===== src/rtl/fsm_symbol_tx_if.sv =====
// Handshake and symbol bundle between a word source, the symbol transmitter
// and the downstream FSM that consumes the 2-bit symbols.
interface fsm_symbol_tx_if #(
    parameter int DATA_W = 18,
    parameter int IDX_W  = 4
);
    logic              load;
    logic [DATA_W-1:0] data;
    logic              abort;
    logic              ready;
    logic [1:0]        a;
    logic              a_valid;
    logic              last;
    logic [IDX_W-1:0]  sym_idx;
    logic              done;

    // Word source side: requests transfers, watches progress.
    modport master (
        output load, data, abort,
        input  ready, a, a_valid, last, sym_idx, done
    );

    // Transmitter side.
    modport slave (
        input  load, data, abort,
        output ready, a, a_valid, last, sym_idx, done
    );
endinterface


===== src/rtl/fsm_symbol_tx.sv =====
// Symbol transmitter: loads a DATA_W-bit word and plays it out as 2-bit
// symbols, MSB pair first, each held for HOLD cycles, then pulses done.
module fsm_symbol_tx #(
    parameter int         DATA_W   = 18,
    parameter int         HOLD     = 4,
    parameter logic [1:0] IDLE_SYM = 2'd0,
    parameter int         IDX_W    = 4
) (
    input  logic            clk,
    input  logic            reset,
    fsm_symbol_tx_if.slave  bus
);
    localparam int NSYM   = DATA_W / 2;
    localparam int HOLD_W = (HOLD > 1) ? $clog2(HOLD) : 1;

    localparam logic [HOLD_W-1:0] HOLD_LAST = HOLD_W'(HOLD - 1);
    localparam logic [IDX_W-1:0]  IDX_LAST  = IDX_W'(NSYM - 1);

    typedef enum logic [1:0] {
        IDLE = 2'd0,
        SEND = 2'd1,
        DONE = 2'd2
    } state_t;

    state_t              state_reg, state_next;
    logic [DATA_W-1:0]   shift_reg, shift_next;
    logic [DATA_W-1:0]   shifted;
    logic [HOLD_W-1:0]   hold_reg, hold_next;
    logic [IDX_W-1:0]    idx_reg, idx_next;

    // Shift register advanced by one symbol (2 bits left, zero fill).
    generate
        for (genvar gi = 0; gi < DATA_W; gi++) begin : g_shift
            if (gi >= 2) begin : g_move
                assign shifted[gi] = shift_reg[gi-2];
            end else begin : g_fill
                assign shifted[gi] = 1'b0;
            end
        end
    endgenerate

    // State and datapath registers; reset overrides load and abort.
    always_ff @(posedge clk) begin
        if (reset) begin
            state_reg <= IDLE;
            shift_reg <= '0;
            hold_reg  <= '0;
            idx_reg   <= '0;
        end else begin
            state_reg <= state_next;
            shift_reg <= shift_next;
            hold_reg  <= hold_next;
            idx_reg   <= idx_next;
        end
    end

    // Next-state and datapath update: symbol pacing and word sequencing.
    always_comb begin
        state_next = state_reg;
        shift_next = shift_reg;
        hold_next  = hold_reg;
        idx_next   = idx_reg;
        case (state_reg)
            IDLE: begin
                // abort has no meaning here, so a coincident load simply wins
                if (bus.load) begin
                    state_next = SEND;
                    shift_next = bus.data;
                    hold_next  = HOLD_LAST;
                    idx_next   = '0;
                end
            end
            SEND: begin
                if (bus.abort) begin
                    state_next = IDLE;
                    shift_next = '0;
                    hold_next  = '0;
                    idx_next   = '0;
                end else if (hold_reg != '0) begin
                    hold_next = hold_reg - HOLD_W'(1);
                end else if (idx_reg != IDX_LAST) begin
                    shift_next = shifted;
                    idx_next   = idx_reg + IDX_W'(1);
                    hold_next  = HOLD_LAST;
                end else begin
                    // final symbol's hold expired; sym_idx reads 0 off-air
                    state_next = DONE;
                    shift_next = '0;
                    hold_next  = '0;
                    idx_next   = '0;
                end
            end
            DONE: begin
                state_next = IDLE;
            end
            default: begin
                state_next = IDLE;
                shift_next = '0;
                hold_next  = '0;
                idx_next   = '0;
            end
        endcase
    end

    // Output decode from registers only, no input-to-output path.
    always_comb begin
        bus.ready   = (state_reg == IDLE);
        bus.a_valid = (state_reg == SEND);
        bus.a       = IDLE_SYM;
        if (state_reg == SEND) begin
            bus.a = shift_reg[DATA_W-1 -: 2];
        end
        bus.last    = (state_reg == SEND) && (idx_reg == IDX_LAST);
        bus.sym_idx = idx_reg;
        bus.done    = (state_reg == DONE);
    end
endmodule

===== src/flat_wrapper.sv =====
// flat-port wrapper written by rule: the top's interface ports become plain ports
module fsm_symbol_tx_flat 
#(
    parameter int         DATA_W   = 18,
    parameter int         HOLD     = 4,
    parameter logic [1:0] IDLE_SYM = 2'd0,
    parameter int         IDX_W    = 4
)
  (clk, reset, bus_load, bus_data, bus_abort, bus_ready, bus_a, bus_a_valid, bus_last, bus_sym_idx, bus_done);
  fsm_symbol_tx_if #(.DATA_W(DATA_W), .IDX_W(IDX_W)) bus_i ();
  input  logic clk;
  input  logic reset;
  input wire logic [$bits(bus_i.load)-1:0] bus_load;
  input wire logic [$bits(bus_i.data)-1:0] bus_data;
  input wire logic [$bits(bus_i.abort)-1:0] bus_abort;
  output wire logic [$bits(bus_i.ready)-1:0] bus_ready;
  output wire logic [$bits(bus_i.a)-1:0] bus_a;
  output wire logic [$bits(bus_i.a_valid)-1:0] bus_a_valid;
  output wire logic [$bits(bus_i.last)-1:0] bus_last;
  output wire logic [$bits(bus_i.sym_idx)-1:0] bus_sym_idx;
  output wire logic [$bits(bus_i.done)-1:0] bus_done;
  assign bus_i.load = bus_load;
  assign bus_i.data = bus_data;
  assign bus_i.abort = bus_abort;
  assign bus_ready = bus_i.ready;
  assign bus_a = bus_i.a;
  assign bus_a_valid = bus_i.a_valid;
  assign bus_last = bus_i.last;
  assign bus_sym_idx = bus_i.sym_idx;
  assign bus_done = bus_i.done;
  fsm_symbol_tx #(.DATA_W(DATA_W), .HOLD(HOLD), .IDLE_SYM(IDLE_SYM), .IDX_W(IDX_W)) u_core (.clk(clk), .reset(reset), .bus(bus_i));
endmodule

===== config.mk =====
export PLATFORM = sky130hd
export DESIGN_NAME = fsm_symbol_tx_flat
export DESIGN_NICKNAME = d
export VERILOG_FILES = /design/src/rtl/fsm_symbol_tx_if.sv /design/src/rtl/fsm_symbol_tx.sv /design/src/flat_wrapper.sv
export SDC_FILE = /design/constraint.sdc
export NUM_CORES = 1
export LEC_CHECK = 0
export ABC_CLOCK_PERIOD_IN_PS = 2000
export BUFFER_PORTS_ARGS = -buffer_cell sky130_fd_sc_hd__buf_2
export CAP_MARGIN = 20
export CORE_UTILIZATION = 50
export DETAILED_ROUTE_END_ITERATION = 8
export PLACE_DENSITY_LB_ADDON = 0.3
export SYNTH_ARGS = -nofsm -noshare
export SYNTH_HDL_FRONTEND = slang
export SYNTH_SLANG_ARGS = --single-unit
export TNS_END_PERCENT = 100

===== constraint.sdc =====
create_clock -name clk -period 2 [get_ports clk]
set_input_delay 0.4 -clock clk [delete_from_list [all_inputs] [get_ports clk]]
set_output_delay 0.4 -clock clk [all_outputs]
set_load 0.05 [all_outputs]

==> impl_metrics.tcl <==
set metrics [dict create \
    grt_pass1_vias 1047 \
    clockPowerShare_pct 26.4 \
    synthTopCellsByArea "dfxtp_1, o2bb2ai_1, a22oi_1" \
    dp_hpwl_microns 1982 \
    ctsResizeCount 0 \
    synth_top_cell_area_share_pct 44.40 \
    io_buffers 31 \
    ir_drop_mv 0.5320 \
    antenna_found_initial 0 \
    initial_utilization_pct 53.00 \
    fmaxAchievable_ghz 0.5323 \
    grt_max_degree 20 \
    routed_wl_microns 2751 \
    status "finished, final reports clean" \
    power.switching_uw 278.5 \
    grt_pass1_wl_microns 4574 \
    crit_required_ns 1.60 \
    fin_skew_ns 0.001261 \
    synthFlopType "dfxtp_1" \
    syn_avg_cell_area_sq_um 9.455 \
    final_area_sq_mm 0.001390 \
    seqPwrFrac_pct 56.8 \
    ioPinCount 32 \
    largest_reg_flops 18 \
    diodes 0 \
    p_per_area_mw_per_mm2 727.3 \
    syn_area_sq_mm 0.001172 \
    yosysUniqueCellTypes 30 \
    internal_power_uw 732.4 \
    ys_top_cells_by_count "dfxtp_1, a22oi_1, o2bb2ai_1, nor2_1" \
    grt_setup_unrepaired "false" \
    clk_latency_ns 0.32 \
    async_flop_share_pct 0 \
    hold_violations 0 \
    final_nets 181 \
    yosysWarnings 0 \
    die_w_microns 50.42 \
    placed_cell_area_sq_mm 0.001346 \
    die_y_microns 50.42 \
    seq_area_frac_synth_pct 44.40 \
    fin_hold_ws_ns 0.3189 \
    switching_share_pct 27.55 \
    cts_setup_buffers 0 \
    drive_gt1_share_pct 26.92 \
    ys_ff_latch 26 \
    drt_iter0_drc 32 \
    dr.pass1.iters 4 \
    synth_top_cell_by_area "dfxtp_1" \
    cts_tree "built" \
    cts.clk_slew.worst_paths_ns 0.14 \
    cp_max_fo 5 \
    vias 1089 \
    drt-wirelength-per-cell_microns 14.95 \
    synth_edf_count 0 \
    syn-num-nets 148 \
    postSynthCellCount 124 \
    dieArea_sq_mm 0.002542 \
    cts_root_buf "clkbuf_4" \
    fin_crit_sh_pct 93.93 \
    startpoint_type "register" \
    p_leak_uw 0.0005694 \
    globalRouteTotalUtil_pct 24.09 \
    worstSetupPathType "register to output pin" \
    viasPerCell 5.918 \
    gp_congestion 0.7878 \
    yosysMostFrequentCell "dfxtp_1" \
    combPwrFrac_pct 16.8 \
    cts_buffer_depth 2 \
    grt_overflow 0 \
    finalCriticalPeriod_ns 1.879 \
    cts_buffers 3 \
    slew_headroom_pct 48.74 \
    cp.arrival_ns 1.48 \
    drcViolationCount 0 \
    setup_violations 0 \
    holdCritPathClass "primary input to register" \
    drv_slew 0 \
    rows 17 \
    cp-end-kind "output pin" \
    hold_buffers 0 \
    fin_tns_setup_ns 0 \
    htreeDepth 1 \
    worst_pin_slew_ns 0.7666 \
    maxCapViolations 0 \
    design.core.area_sq_mm 0.002212 \
    clock-sinks 26 \
    syn_to_final_growth_pct 18.57 \
    antenna_left 0 \
]
## worst max-delay path, cell delays in order, from the launching register on
cell      delay [ns]
dfxtp_1         0.37
inv_1           0.10
ha_1            0.19
nand3b_1        0.14
nor2_1          0.10
buf_2           0.26
## cell usage in the layout, fill, tap and decap left out, drive strengths merged, types with 2 or more instances in the layout
| cell type | synthesis | layout |
|---|---|---|
| nand2 | 7 | 7 |
| nor2 | 12 | 12 |
| nor3 | 2 | 2 |
| inv | 3 | 3 |
| and2 | 2 | 2 |
| a22oi | 17 | 17 |
| nand3 | 5 | 5 |
| ha | 2 | 2 |
| o21ai | 2 | 2 |
| o32a | 2 | 2 |
| a21oi | 7 | 7 |
| clkbuf | 4 | 4 |
| buf | 4 | 36 |
| nor2b | 2 | 2 |
| o2bb2ai | 16 | 16 |
| dfxtp | 26 | 26 |
## metrics by stage
stage	util, %	total power [uW]	std cells	setup slack [ns]
after floorplan	-	698.0	124	0.02528
after global placement	60.86	744.0	179	0.05815
after detailed placement	60.86	751.2	179	0.01876
after CTS	62.50	1013	183	0.09219
after global routing	62.84	1055	184	0.006816
final	62.84	1011	184	0.1214
## logic make-up (layout without fill, tap and decap cells)
logic type | Yosys count | after routing | synth area share [%]
buffers and inverters | 11 | 43 | 4.908
adder cells (fa/ha/maj) | 2 | 2 | 2.134
AND/OR/NAND/NOR | 37 | 37 | 17.18
flip-flops | 26 | 26 | 44.40
AO/OA/AOI/OAI | 48 | 48 | 31.38
## metal layers
layer	wire length, microns	GRT usage [%]	vias to the layer above
met5	0	0	-
met1	1237	29.60	519
met3	83	3.939	7
met2	1382	40.67	28
li1	-	-	535
met4	48	11.57	0
## power by group through the flow
stage                     combinational [uW]  sequential, uW  clock [uW]
after floorplan                          118             580           0
after global placement                   161             583           0
after detailed placement                 167             584           0
after CTS                                167             574         272
after global routing                     188             578         289
final                                    170             574         267
## cell type report
| type | instances | area, sq um |
|---|---|---|
| clock buffers | 4 | 36.28 |
| repair buffers | 36 | 192.7 |
| well taps | 28 | 35.03 |
| multi-input cells | 87 | 594.3 |
| flip-flops and latches | 26 | 520.5 |
| inverters | 3 | 11.26 |
| fillers | 204 | 822.0 |
## path summary, 6_finish.rpt
kind | from | endpoint | slack, ns | cells past startpoint
worst min register to register | u_core.shift_reg[1] | u_core.shift_reg[1] | 0.48 | 2
worst max register to register | u_core.state_reg[0] | u_core.shift_reg[17] | 0.13 | 5
worst min-delay path | bus_data[0] | u_core.shift_reg[0] | 0.32 | 3
worst max-delay path | u_core.bus.sym_idx[0] | bus_last | 0.12 | 5
(Power assumes the default switching activity.)
